$ cat src/rtl/alu_pkg.sv
// Shared types for the sequential ALU: opcodes, FSM states and the status flag bundle.
package alu_pkg;

  localparam int unsigned OP_W = 4;

  typedef enum logic [OP_W-1:0] {
    OP_ADD  = 4'd0,
    OP_INC  = 4'd1,
    OP_SUB  = 4'd2,
    OP_DEC  = 4'd3,
    OP_AND  = 4'd4,
    OP_NAND = 4'd5,
    OP_OR   = 4'd6,
    OP_XOR  = 4'd7,
    OP_SHL  = 4'd8,
    OP_SHR  = 4'd9,
    OP_MUL  = 4'd10
  } op_e;

  typedef enum logic [1:0] {
    ST_IDLE     = 2'd0,
    ST_MUL_BUSY = 2'd1,
    ST_DONE     = 2'd2
  } state_e;

  typedef struct packed {
    logic c;
    logic z;
    logic n;
    logic v;
    logic err;
  } flags_t;

endpackage

$ cat src/rtl/alu_mul_seq.sv
// Unsigned shift-add multiplier: one partial-product step per clock, WIDTH steps per product.
module alu_mul_seq #(
  parameter int unsigned WIDTH = 8
) (
  input  logic                 clk,
  input  logic                 rst,
  input  logic                 start_i,
  input  logic [WIDTH-1:0]     a_i,
  input  logic [WIDTH-1:0]     b_i,
  output logic                 done_c,
  output logic [2*WIDTH-1:0]   product_c
);

  localparam int unsigned PW    = 2 * WIDTH;
  localparam int unsigned CNT_W = $clog2(WIDTH);

  logic [PW-1:0]    mcand_q, mcand_d;
  logic [PW-1:0]    acc_q, acc_d;
  logic [WIDTH-1:0] mplier_q, mplier_d;
  logic [CNT_W-1:0] cnt_q, cnt_d;
  logic             busy_q, busy_d;
  logic [PW-1:0]    step_acc;

  // The final step's sum is exposed combinationally so the caller captures it on the WIDTH-th edge.
  always_comb begin
    step_acc  = acc_q + (mplier_q[0] ? mcand_q : '0);
    done_c    = busy_q && (cnt_q == CNT_W'(WIDTH - 1));
    product_c = step_acc;
  end

  always_comb begin
    mcand_d  = mcand_q;
    acc_d    = acc_q;
    mplier_d = mplier_q;
    cnt_d    = cnt_q;
    busy_d   = busy_q;
    if (start_i) begin
      mcand_d  = {{WIDTH{1'b0}}, a_i};
      mplier_d = b_i;
      acc_d    = '0;
      cnt_d    = '0;
      busy_d   = 1'b1;
    end else if (busy_q) begin
      acc_d    = step_acc;
      mcand_d  = {mcand_q[PW-2:0], 1'b0};
      mplier_d = {1'b0, mplier_q[WIDTH-1:1]};
      cnt_d    = cnt_q + CNT_W'(1);
      busy_d   = !done_c;
    end
  end

  always_ff @(posedge clk) begin
    if (rst) begin
      mcand_q  <= '0;
      acc_q    <= '0;
      mplier_q <= '0;
      cnt_q    <= '0;
      busy_q   <= 1'b0;
    end else begin
      mcand_q  <= mcand_d;
      acc_q    <= acc_d;
      mplier_q <= mplier_d;
      cnt_q    <= cnt_d;
      busy_q   <= busy_d;
    end
  end

endmodule

$ cat src/rtl/alu_seq.sv
// Handshaked ALU: single-cycle ops plus a sequential multiply, registered result and flags.
module alu_seq
  import alu_pkg::*;
#(
  parameter int unsigned WIDTH = 8
) (
  input  logic             clk,
  input  logic             rst,
  input  logic             in_valid,
  output logic             in_ready,
  input  logic [WIDTH-1:0] a,
  input  logic [WIDTH-1:0] b,
  input  logic [OP_W-1:0]  op,
  output logic             out_valid,
  input  logic             out_ready,
  output logic [WIDTH-1:0] res,
  output logic [WIDTH-1:0] res_hi,
  output logic             flag_c,
  output logic             flag_z,
  output logic             flag_n,
  output logic             flag_v,
  output logic             flag_err
);

  state_e           state_q, state_d;
  logic [WIDTH-1:0] res_q, res_d;
  logic [WIDTH-1:0] res_hi_q, res_hi_d;
  flags_t           flags_q, flags_d;

  op_e              op_sel;
  logic [WIDTH-1:0] rhs;
  logic [WIDTH:0]   add_w, sub_w;
  logic [WIDTH-1:0] alu_res;
  flags_t           alu_flags;

  logic               in_ready_c;
  logic               accept;
  logic               mul_start;
  logic               mul_done_c;
  logic [2*WIDTH-1:0] mul_prod_c;
  logic [WIDTH-1:0]   prod_hi, prod_lo;

  alu_mul_seq #(.WIDTH(WIDTH)) u_mul (
    .clk       (clk),
    .rst       (rst),
    .start_i   (mul_start),
    .a_i       (a),
    .b_i       (b),
    .done_c    (mul_done_c),
    .product_c (mul_prod_c)
  );

  assign prod_hi = mul_prod_c[2*WIDTH-1:WIDTH];
  assign prod_lo = mul_prod_c[WIDTH-1:0];

  // Single-cycle datapath; INC/DEC reuse the adder/subtractor with a constant 1 operand.
  always_comb begin
    op_sel    = op_e'(op);
    rhs       = ((op_sel == OP_INC) || (op_sel == OP_DEC)) ? WIDTH'(1) : b;
    add_w     = {1'b0, a} + {1'b0, rhs};
    sub_w     = {1'b0, a} - {1'b0, rhs};
    alu_res   = '0;
    alu_flags = '0;
    case (op_sel)
      OP_ADD, OP_INC: begin
        alu_res     = add_w[WIDTH-1:0];
        alu_flags.c = add_w[WIDTH];
        alu_flags.v = (a[WIDTH-1] == rhs[WIDTH-1]) && (add_w[WIDTH-1] != a[WIDTH-1]);
      end
      OP_SUB, OP_DEC: begin
        alu_res     = sub_w[WIDTH-1:0];
        alu_flags.c = sub_w[WIDTH];
        alu_flags.v = (a[WIDTH-1] != rhs[WIDTH-1]) && (sub_w[WIDTH-1] != a[WIDTH-1]);
      end
      OP_AND:  alu_res = a & b;
      OP_NAND: alu_res = ~(a & b);
      OP_OR:   alu_res = a | b;
      OP_XOR:  alu_res = a ^ b;
      OP_SHL: begin
        alu_res     = {a[WIDTH-2:0], 1'b0};
        alu_flags.c = a[WIDTH-1];
      end
      OP_SHR: begin
        alu_res     = {1'b0, a[WIDTH-1:1]};
        alu_flags.c = a[0];
      end
      default: alu_flags.err = 1'b1;
    endcase
    alu_flags.z = (alu_res == '0);
    alu_flags.n = alu_res[WIDTH-1];
  end

  // Next state and output-register loads; a new op may be accepted in IDLE or while DONE drains.
  always_comb begin
    state_d    = state_q;
    res_d      = res_q;
    res_hi_d   = res_hi_q;
    flags_d    = flags_q;
    mul_start  = 1'b0;
    in_ready_c = !rst && ((state_q == ST_IDLE) || ((state_q == ST_DONE) && out_ready));
    accept     = in_valid && in_ready_c;

    case (state_q)
      ST_MUL_BUSY: begin
        if (mul_done_c) begin
          res_d       = prod_lo;
          res_hi_d    = prod_hi;
          flags_d     = '0;
          flags_d.c   = (prod_hi != '0);
          flags_d.z   = (mul_prod_c == '0);
          flags_d.n   = prod_hi[WIDTH-1];
          state_d     = ST_DONE;
        end
      end
      ST_DONE: begin
        if (out_ready) state_d = ST_IDLE;
      end
      default: ;
    endcase

    if (accept) begin
      if (op_sel == OP_MUL) begin
        mul_start = 1'b1;
        state_d   = ST_MUL_BUSY;
      end else begin
        res_d    = alu_res;
        res_hi_d = '0;
        flags_d  = alu_flags;
        state_d  = ST_DONE;
      end
    end
  end

  always_ff @(posedge clk) begin
    if (rst) begin
      state_q  <= ST_IDLE;
      res_q    <= '0;
      res_hi_q <= '0;
      flags_q  <= '0;
    end else begin
      state_q  <= state_d;
      res_q    <= res_d;
      res_hi_q <= res_hi_d;
      flags_q  <= flags_d;
    end
  end

  assign in_ready  = in_ready_c;
  assign out_valid = (state_q == ST_DONE);
  assign res       = res_q;
  assign res_hi    = res_hi_q;
  assign flag_c    = flags_q.c;
  assign flag_z    = flags_q.z;
  assign flag_n    = flags_q.n;
  assign flag_v    = flags_q.v;
  assign flag_err  = flags_q.err;

endmodule

$ cat config.mk
export PLATFORM = sky130hd
export DESIGN_NAME = alu_seq
export DESIGN_NICKNAME = d
export VERILOG_FILES = /design/src/rtl/alu_pkg.sv /design/src/rtl/alu_mul_seq.sv /design/src/rtl/alu_seq.sv
export SDC_FILE = /design/constraint.sdc
export NUM_CORES = 1
export LEC_CHECK = 0
export BUFFER_PORTS_ARGS = -buffer_cell sky130_fd_sc_hd__buf_2
export CAP_MARGIN = 40
export CORE_ASPECT_RATIO = 1.2
export CORE_MARGIN = 5
export CORE_UTILIZATION = 35
export CTS_CLUSTER_DIAMETER = 80
export DETAILED_ROUTE_END_ITERATION = 10
export HOLD_SLACK_MARGIN = 0.1
export PLACE_DENSITY = 0.59
export SYNTH_ARGS = -nofsm -noshare
export SYNTH_HDL_FRONTEND = slang
export SYNTH_SLANG_ARGS = --single-unit
$ cat constraint.sdc
create_clock -name clk -period 9.1 [get_ports clk]
set_clock_uncertainty 0.15 [all_clocks]
set_input_delay 0.91 -clock clk [delete_from_list [all_inputs] [get_ports clk]]
set_output_delay 0.91 -clock clk [all_outputs]
set_load 0.01 [all_outputs]
==> Yosys cells after proc, flatten, opt, wreduce, memory -nomap -nowiden <==
Cells that the tools add are included.
{ "totals": {"regBits": 67, "inputBits": 24, "output_inout_bits": 23, "elab_cells": 94} }
{ "classes": {"n_addsub": 4, "n_eq_ne": 19, "mux": 31, "bitwise": 4, "reduce_logical": 22} }
{ "ops": {"columns": ["cell", "n"], "rows": [
  ["$mux 8", 13],
  ["$pmux 8 s8", 1],
  ["$mux 5", 4],
  ["$add 16x16->16", 1],
  ["$eq 4x3->1 const B", 4],
  ["$logic_not 16->1", 1],
  ["$mux 16", 1],
  ["$eq 4x4->1 const B", 3],
  ["$reduce_or 10->1", 1],
  ["$add 8x8->9", 1],
  ["$sub 8x8->9", 1],
  ["$and 8x8->8", 1],
  ["$eq 4x2->1 const B", 2],
  ["$logic_not 8->1", 1],
  ["$mux 2", 4],
  ["$not 8->8", 1],
  ["$or 8x8->8", 1],
  ["$reduce_bool 8->1", 1],
  ["$xor 8x8->8", 1],
  ["$logic_and 1x1->1", 6],
  ["$reduce_or 2->1", 3],
  ["$mux 1", 5],
  ["$eq 4x1->1 const B", 1],
  ["$logic_not 4->1", 1],
  ["other kinds (17)", 21]
]} }

==> Longest topological paths before layout <==
Gate-level depths: netlist of the first run.
{ "logic_depth": {"ltp_word": 9, "depth_mapped": 16, "depth_no_buf": 14} }

==> Modules after synthesis <==
From an unflattened synthesis of the first run, not the netlist that was laid out.
{ "hier_totals": {"hier_cells": 715, "area_unflattened_um2": 5526.6} }
{ "modules_own_cells": {"columns": ["mod", "instances", "cells_per_inst", "area_each_um2", "seq_area_each_um2"], "rows": [
  ["alu_mul_seq", 1, 354, 2881.5, 880.8],
  ["alu_seq", 1, 361, 2645.0, 460.4]
]} }

==> Least setup slack after synthesis of the first run <==
OpenSTA, ideal clock, no wires.
{ "synth_timing": {"path_kind": "input port to flip-flop", "start": "input op[0]", "end": "register flags_q (netlist bit flag_z)", "setup_time_ps": 86, "arrival_ps": 3885, "required_ps": 8864, "path_slack_ps": 4978, "stages": 14, "path_buffers": 2, "cell_sequence": "buf_1 -> clkbuf_1 -> nand2_1 -> nand2_1 -> inv_1 -> fa_1 -> nor2b_1 -> or2_2 -> a21oi_1 -> o221ai_1 -> a221o_1 -> nor4_1 -> nand4bb_1 -> a221oi_2"} }
{ "synth_between": {"elab_chain_len": 8, "word_cells_on_any_way": 21, "cone_classes": "2 x add/sub; 10 x eq/ne; 4 x mux; 5 x reduce/logical"} }
{ "synth_rtl": {"columns": ["item", "line_no", "text"], "rows": [
  ["start: declaration", "alu_seq.sv:13", "input logic [OP_W-1:0] op,"],
  ["$eq 4x1->1 / $eq 4x2->1 (equally long branches)", "alu_seq.sv:59, alu_seq.sv:64", null],
  ["$logic_or 1x1->1", "alu_seq.sv:59", "rhs = ((op_sel == OP_INC) || (op_sel == OP_DEC)) ? WIDTH'(1) : b;"],
  ["$mux 8", "alu_seq.sv:59", null],
  ["$sub 8x8->9 / $add 8x8->9 (equally long branches)", "alu_seq.sv:61, alu_seq.sv:60", null],
  ["$pmux 8 s8", "alu_seq.sv:64", "case (op_sel)"],
  ["$logic_not 8->1", "alu_seq.sv:89", "alu_flags.z = (alu_res == '0);"],
  ["$mux 5 (*)", "alu_seq.sv:122", "if (op_sel == OP_MUL) begin"],
  ["$mux 5 (*)", "alu_seq.sv:121", "if (accept) begin"],
  ["end signal: assignment", "alu_seq.sv:144", "flags_q <= flags_d;"],
  ["end: declaration", "alu_seq.sv:28", "flags_t flags_q, flags_d;"]
]} }
Mark *: on every way between the ends. The rest lies on a longest branch, timed or not.
A chain may end at the register's enable or synchronous reset.

==> Worst setup path in the final report of the first run <==
Ends and elaborated chain as after synthesis.

==> results of run 1 <==
final cells by class:
| class | count | area share, % |
|---|---|---|
| clock buffers | 9 | 3.877 |
| clock inverters | 7 | 1.271 |
| flip-flops and latches | 67 | 23.11 |
| repair buffers | 51 | 4.695 |
| inverters | 37 | 2.391 |
| multi-input cells | 511 | 60.89 |
| well taps | 175 | 3.769 |
cells in the mapped netlist (all sizes together), types with 9 or more instances:
cell and number:
a211oi 23, a21oi 49, a31oi 10, and2 19, buf 10, clkbuf 25
dfxtp 67, ha 51, inv 36, mux2i 38, nand2 53, nand2b 9
nor2 92, nor3 14, o21ai 27, xnor2 17
stage by stage:
stage          worst slack [ps]  hold slack, ps  total power, W
4_1_cts                    4915           311.7       0.0007897
2_1_floorplan              4978           309.8       0.0003967
5_1_grt                    4514           323.6       0.0008185
6_report                   4911           306.8       0.0007817
3_5_place_dp               4579           303.6       0.0004382
3_3_place_gp               4664           295.8       0.0004363
path summary, 6_finish.rpt:
kind	start	endpoint	slack [ps]	cells after the start
max	op[0]	flag_z	4910	13
min	res_hi[2]	res_hi[2]	310	2
max reg2reg	u_mul.mplier_q[0]	flag_z	5220	11
min reg2reg	res_hi[2]	res_hi[2]	310	2
sequential cells by signal (all words and copies together), names as in the netlist:
| register | cells |
|---|---|
| flag_z | 1 |
| flag_v | 1 |
| res_hi | 8 |
| state_q | 2 |
| u_mul.cnt_q | 3 |
| u_mul.busy_q | 1 |
| u_mul.acc_q | 16 |
| flag_c | 1 |
| flag_n | 1 |
| u_mul.mplier_q | 8 |
| flag_err | 1 |
| u_mul.mcand_q | 16 |
| res | 8 |
worst min-delay path, delay by kind of cell, from the launching register on:
family | cells | cell delay [ps]
AOI/OAI and AO/OA | 1 | 50
and+or+nand+nor | 1 | 50
DFF | 1 | 310
layout by cell type, fill, tap and decap left out, types with 19 or more instances in the layout:
cell      netlist  final
a211oi_1       21     21
a21oi_1        46     46
and2_1         19     19
buf_2           4     47
dfxtp_1        67     66
ha_1           51     51
inv_1          36     36
mux2i_1        38     38
nand2_1        53     53
nor2_1         92     92
o21ai_0        24     24
kinds of logic (layout without fill, tap and decap cells):
family	count (synthesis)	in the layout	share of synthesized area, %
multiplexers	38	38	7.380
flip-flops	67	67	26.03
AO/OA/AOI/OAI	167	167	22.77
adder cells (fa/ha/maj)	54	54	13.55
AND/OR/NAND/NOR	229	229	21.02
buffers and inverters	72	104	5.341
XOR/XNOR	23	23	3.909
power by group:
part / switching [W] / total, W / internal [W] / leakage, nW
Sequential: 0.00000412 / 0.000303 / 0.000298 / 0.542
Combinational: 0.0000796 / 0.000130 / 0.0000500 / 1.75
Clock: 0.000136 / 0.000350 / 0.000213 / 0.146
metal layers:
| layer | GRT usage [%] | share of wire, % |
|---|---|---|
| met5 | 0 | 0 |
| met4 | 8.115 | 3.3 |
| met3 | 2.298 | 3.7 |
| met2 | 31.47 | 52 |
| met1 | 19.18 | 41 |
==> results.yml, run 1 <==
sta:
  rsz0062_at_grt: "no"
  fin_crit_ps: 4189
  tightest_slew_ps: 790.1
  setup_tns_ps: 0
  final_max_slew_viol_count: 0
  fmax_mhz: 238.7
  slew_headroom_pct: 47.33
  finalSetupViolCount: 0
  hold_viol: 0
  post-route-period-util_pct: 46.03
setup_path:
  critPathTopFamily: "simple AND/OR/NAND/NOR gates"
  crit_path_top_delay_cell: "fa_1"
  end_kind: "register"
  required_ps: 9200
  cp_common_cell: "nand2_1"
  crit_path_max_incr_delay_ps: 440
  path_class: "in -> reg"
  critPathLaunchType: "input port"
  path_max_fanout: 31
  crit_buf_inv: 2
  arrival_ps: 4290
  crit_chain: "buf_2 -> nand2_1 -> nand2_1 -> inv_1 -> fa_1 -> nor2b_1 -> or2_2 -> a21oi_1 -> o221ai_1 -> a221o_1 -> nor4_1 -> nand4bb_1 -> a221oi_2"
final_layout:
  syn_to_final_growth_pct: 12.72
  antennaDiodeCount: 0
  ff_latch_area_sq_um: 1343
  final_nets: 755
  multi_input_area_sq_um: 3537
  drive_gt1_share_pct: 12.46
  final_util_pct: 40.30
  fillers: 1532
  stdcell_area_sq_um: 5809
  finalNonFillerCells: 857
power_and_ir_drop:
  power_density_nw_per_um2: 134.6
  leakagePower_nw: 2.435
  ir_drop_v: 0.00007651
detailed_routing:
  drtIter0Drc: 169
  postRouteAntennaNets: 0
  routed_via_density: 5.474
  vias: 4691
  drt_pass1_iterations: 4
  wl_per_cell_um: 16.50
  wl_um: 14140
  drcViolationCount: 0
floorplan:
  die_h_um: 142.9
  io_pins: 47
  coreArea_sq_um: 14410
  die_area_sq_um: 17260
  die_width_um: 120.8
  start_util_pct: 35.76
  rows: 48
run:
  cap_violations: 0
clocking:
  holdBufCountCts: 0
  post_cts.repair.setup_buffers: 0
  clk_latency_ps: 340
  numCtsBuffers: 9
  cts_tree: "yes"
  clk_pin_slew_ps: 60
  h-tree-depth: 3
  cts_root_buf: "clkbuf_16"
  cts.sinks: 67
  cts-resized-gates: 0
  cts_buffer_depth: 2
logic_synthesis:
  synthesis.nets: 728
  synth_seq_cells: 67
  synth-edff-count: 0
  syn-instance-count: 650
  synthTopCellsByArea: "dfxtp_1, ha_1, mux2i_1, nor2_1, a21oi_1"
  postSynthAreaPerCell_sq_um: 7.929
  synth_area_sq_um: 5154
  yosysTopAreaCell: "dfxtp_1"
  synth.top_cell.area_share_pct: 26.03
  synth_flop_cell: "dfxtp_1"
  ys_types: 67
  synthArstFlopShare_pct: 0
  ys_seq_area_share_pct: 26.03
  ys_warn_count: 0
placement:
  dp.cells: 841
  placed_area_sq_um: 5510
  gp_congestion: 0.9214
  port_buffers: 46
  hpwl_um: 11280
grt:
  grt_pass1_vias: 4815
  antenna_found_initial: 0
  grt_overflow: 0
  grt_max_degree: 42
  grt_use_total_pct: 17.01
  grt_pass1_wl_um: 23780
min_path:
  hold_path_class: "reg -> reg"
status:
  status: "finished, final reports clean"
Note: power is estimated with default switching activity, not from simulation.
==> run 2, diff against run 1 <==
- PLACE_DENSITY: 0.59 -> 0.61
- clock period: 9.1 -> 3.45 ns (I/O delays scaled with it)
==> results.yml, run 2 (same netlist as run 1, synthesis figures left out) <==
sta:
  slew_headroom_pct: 50.50
  fmax_mhz: 299.8
  post-route-period-util_pct: 96.69
  hold_viol: 0
  fin_crit_ps: 3336
  tightest_slew_ps: 736.8
  hold_slack_ps: 204.6
  final_max_slew_viol_count: 0
  finalSetupViolCount: 0
final_layout:
  reg_top3: "u_mul.acc_q x16, u_mul.mcand_q x16"
  drive_gt1_share_pct: 17.94
  fillers: 1489
  stdcell_area_sq_um: 6152
  final_util_pct: 42.68
  antennaDiodeCount: 0
  finalNonFillerCells: 894
  final_nets: 792
  layout_common_cells: "nor2_1, dfxtp_1, nand2_1"
  layout_commonest_cell: "nor2_1"
  syn_to_final_growth_pct: 19.37
setup_path:
  critPathTopFamily: "compound AO/OA/AOI/OAI gates"
  crit_path_max_incr_delay_ps: 510
  crit_path_top_delay_cell: "or4_4"
  end_kind: "register"
  crit_chain: "buf_4 -> and2_1 -> fa_2 -> a21oi_4 -> o21ai_2 -> a2111oi_4 -> buf_4 -> nor3_2 -> o41ai_4 -> xnor2_1 -> or4_4 -> a221oi_2"
  crit_buf_inv: 2
  arrival_ps: 3430
  critPathLaunchType: "register"
  path_class: "reg -> reg"
  cp_common_cell: "buf_4"
  path_max_fanout: 15
  required_ps: 3540
detailed_routing:
  vias: 4907
  postRouteAntennaNets: 0
  wl_per_cell_um: 16.39
  wl_um: 14660
  drt_pass1_iterations: 6
  drtIter0Drc: 194
  routed_via_density: 5.489
  drcViolationCount: 0
placement:
  port_buffers: 46
  dp.cells: 875
  placed_area_sq_um: 5763
  gp_congestion: 0.9212
  hpwl_um: 11450
clocking:
  cts_root_buf: "clkbuf_16"
  holdBufCountCts: 0
  cts.sinks: 67
  h-tree-depth: 3
  clk_pin_slew_ps: 60
  clk_latency_ps: 330
  cts_tree: "yes"
  cts_buffer_depth: 2
  numCtsBuffers: 9
status:
  status: "finished, final reports clean"
floorplan:
  die_area_sq_um: 17260
  io_pins: 47
  die_width_um: 120.8
  start_util_pct: 35.76
  coreArea_sq_um: 14410
  rows: 48
  die_h_um: 142.9
power_and_ir_drop:
  power_density_nw_per_um2: 351.2
  seqPwrFrac_pct: 36.9
  power.switching_w: 0.0005853
  p_int_w: 0.001575
  comb_power_share_pct: 17.0
  clkPwrFrac_pct: 46.1
  ir_drop_v: 0.0001879
  leakagePower_nw: 2.633
  power_w: 0.002161
  switching_share_pct: 27.09
run:
  cap_violations: 0
grt:
  grt_overflow: 0
  grt_pass1_vias: 4813
  antenna_found_initial: 0
  grt_max_degree: 42
  grt_pass1_wl_um: 24060
  grt_use_total_pct: 17.21
min_path:
  hold_path_class: "in -> reg"
[run 2: final cells by class]
cell class / instances / area (sq um) / area share (%)
inverters: 37 / 138.9 / 2.257
multi-input cells: 511 / 3582 / 58.23
flip-flops and latches: 67 / 1343 / 21.82
repair buffers: 88 / 545.5 / 8.867
well taps: 175 / 219.0 / 3.559
clock inverters: 7 / 98.84 / 1.607
clock buffers: 9 / 225.2 / 3.661
[run 2: power by group through the flow]
stage	logic, W	registers, W	clock network (W)
detailed placement	0.000363	0.000814	0
CTS	0.000365	0.000798	0.00101
global route	0.000408	0.000798	0.00105
floorplan	0.000232	0.000815	0
finish	0.000367	0.000798	0.000996
global placement	0.000356	0.000815	0
[run 2: metrics by stage]
step / setup TNS (ps) / setup WS (ps)
detailed placement: -1.095 / -1.095
finish: 0 / 114.1
floorplan: 0 / 39.20
CTS: 0 / 25.84
global route: -37.01 / -37.01
global placement: 0 / 67.28
[run 2: layer usage]
layer  global-route usage, %  vias to the layer above  part of all wire [%]
met5                       0                        -                     0
met4                   7.160                        0                   3.1
met3                   2.258                       24                   4.3
met2                   32.03                      127                    52
met1                   19.71                     2322                    41
li1                        -                     2434                     -
[run 2: worst paths after layout]
kind / slack [ps] / startpoint / depth (start not counted) / end
max: 110 / u_mul.mplier_q[0] / 12 / flag_z
min: 200 / b[6] / 3 / u_mul.mplier_q[6]
max reg2reg: 110 / u_mul.mplier_q[0] / 12 / flag_z
min reg2reg: 310 / res_hi[3] / 2 / res_hi[3]
[run 2: worst min-delay path: stages]
cell and delay, ps:
buf_2 130, nor2_1 100, a211oi_1 60
[run 2: repair_timing]
action,4_1_cts,5_1_grt
resized for setup,0,9
endpoints found under the hold margin,0,0
buffers inserted,0,3
endpoints found under the setup margin,0,1
==> run 3, diff against run 2 <==
- ABC_AREA: not set -> 1
- PLACE_DENSITY: 0.61 -> 0.6
==> results.yml, run 3 <==
status:
  status: "finished, final reports clean"
sta:
  hold_slack_ps: 135.1
  slew_headroom_pct: 56.87
  rsz0062_at_grt: "no"
  post-route-period-util_pct: 85.42
  finalSetupViolCount: 0
  hold_viol: 0
  fmax_mhz: 339.3
  setup_tns_ps: 0
  final_max_slew_viol_count: 0
  tightest_slew_ps: 646.2
  fin_crit_ps: 2947
clocking:
  cts_buffer_depth: 2
  holdBufCountCts: 0
  cts.sinks: 67
  clk_pin_slew_ps: 50
  post_cts.repair.setup_buffers: 0
  h-tree-depth: 3
  numCtsBuffers: 9
  cts_tree: "yes"
  clk_latency_ps: 340
  cts-resized-gates: 0
  cts_root_buf: "clkbuf_16"
grt:
  grt_use_total_pct: 18.03
  grt_pass1_wl_um: 26670
  antenna_found_initial: 1
  grt_overflow: 0
  grt_max_degree: 54
  grt_pass1_vias: 5253
logic_synthesis:
  synthTopCellsByArea: "dfxtp_1, nand2_1, ha_1, inv_1, nand3_1"
  synth_flop_cell: "dfxtp_1"
  synth_simple_gate_area_share_pct: 35.47
  syn-instance-count: 897
  muxShareOfSynthArea_pct: 0
  synth-adder-area-share_pct: 12.63
  ys_types: 39
  synthesis.nets: 975
  synth_top_family_by_area: "simple AND/OR/NAND/NOR gates"
  synth-xor-area-share_pct: 1.743
  postSynthAreaPerCell_sq_um: 6.163
  yosysTopAreaCell: "dfxtp_1"
  ys_seq_area_share_pct: 24.26
  synth-edff-count: 0
  synth-compound-area-share_pct: 12.65
  synth_area_sq_um: 5528
  synth_most_common_cell: "nand2_1"
  yosys-top-cells-count: "nand2_1, inv_1, nor2_1"
  synth.top_cell.area_share_pct: 24.26
  synth_seq_cells: 67
  synthArstFlopShare_pct: 0
  ys_warn_count: 0
final_layout:
  syn_to_final_growth_pct: 12.20
  final_nets: 1015
  multi_input_area_sq_um: 3455
  reg_top3: "u_mul.acc_q x16, u_mul.mcand_q x16"
  antennaDiodeCount: 0
  layout_commonest_cell: "nand2_1"
  fillers: 1716
  drive_gt1_share_pct: 9.671
  final_util_pct: 39.82
  layout_common_cells: "nand2_1, inv_1, nor2_1"
  ff_latch_area_sq_um: 1343
setup_path:
  rr_worst_depth: 14
  r2r_end: "flag_c"
  required_ps: 3500
  arrival_ps: 3000
  end_kind: "register"
  r2r_slack_ps: 720
  cp-startpoint: "op[3]"
  path_class: "in -> reg"
  cp-endpoint: "flag_n"
  critPathLaunchType: "input port"
  path_max_fanout: 7
  worstReg2RegStart: "u_mul.mplier_q[0]"
detailed_routing:
  wl_um: 16420
  drtIter0Drc: 355
  drcViolationCount: 0
  drt_pass1_iterations: 5
  routed_via_density: 4.834
  postRouteAntennaNets: 0
  wl_per_cell_um: 14.29
  vias: 5554
floorplan:
  die_width_um: 124.7
  die_h_um: 147.7
  die_area_sq_um: 18420
  coreArea_sq_um: 15580
  io_pins: 47
  rows: 50
  start_util_pct: 35.49
min_path:
  hold_path_class: "in -> reg"
placement:
  gp_congestion: 0.8813
  hpwl_um: 12990
  port_buffers: 46
power_and_ir_drop:
  power_density_nw_per_um2: 326.0
  leakagePower_nw: 3.316
  power_w: 0.002022
  ir_drop_v: 0.0002275
run:
  cap_violations: 0
run 3: cell types whose count changed in the layout (fill, tap and decap cells not counted), moves of 7 or more:
cell and change:
o21ai_0 +12, nand2_1 +226, nand3_1 +55, nand4_1 +9, buf_4 -35, inv_1 +110, xnor2_1 -11, mux2i_1 -38
a211oi_1 -20, nor2b_1 -7, nor2_1 -12, nand2b_1 -9, and2_1 -15
run 3: logic make-up (layout without fill, tap and decap cells):
kind of cell / count (synthesis) / in the layout
flip-flops: 67 / 67
buffers and inverters: 178 / 222
adder cells (fa/ha/maj): 54 / 54
AO/OA/AOI/OAI: 124 / 124
AND/OR/NAND/NOR: 463 / 463
XOR/XNOR: 11 / 11
run 3: through the flow:
step | setup slack, ps | std cells | instance area (sq um)
4_1_cts | 540.1 | 1149 | 6202
3_3_place_gp | 220.6 | 1134 | 5926
6_report | 503.1 | 1149 | 6202
3_5_place_dp | 178.5 | 1134 | 5926
2_1_floorplan | 891.0 | 897 | 5528
5_1_grt | 236.7 | 1149 | 6202
run 3: power breakdown:
part	internal (W)	switching (W)	leakage (nW)
combinational	0.000113	0.000232	2.64
clock	0.000553	0.000325	0.136
sequential	0.000790	0.00000915	0.542
run 3: worst min path at each step:
stage,slack (ps),cells after the start,from,end
CTS,120,3,b[7],u_mul.mplier_q[7]
global placement,300,2,u_mul.mcand_q[15],u_mul.mcand_q[15]
finish,140,3,b[7],u_mul.mplier_q[7]
global route,160,3,b[1],u_mul.mplier_q[1]
floorplan,290,2,u_mul.mcand_q[15],u_mul.mcand_q[15]
detailed placement,300,2,u_mul.mplier_q[7],u_mul.mplier_q[7]
run 3: worst max-delay path, cell delays in order:
cell and delay, ps:
buf_2 120, nor2_1 240, inv_1 110, nor2_1 440, nor2_1 120, inv_1 80
ha_1 300, inv_1 210, nand3_1 90, nand2_1 110, nand2_1 70, nand2_1 100
nand2_1 50, nand3_1 60, nand3_1 90, o21ai_0 390, a21oi_1 70
run 3: per-layer routing:
metal	up-vias	share of wire [%]	wire length [um]	global-route usage, %
li1	2920	-	-	-
met2	125	49	8088	31.44
met3	36	4.4	716	4.481
met1	2471	43	7068	20.86
met5	-	0.079	13	0
met4	2	3.3	537	8.114
run 3: layout make-up:
cell class                 count  area share, %
clock inverter                 3         0.6456
multi-input combinational    652          55.70
timing repair buffer          53          4.559
inverter                     154          9.441
tap                          208          4.196
sequential                    67          21.65
clock buffer                  12          3.813
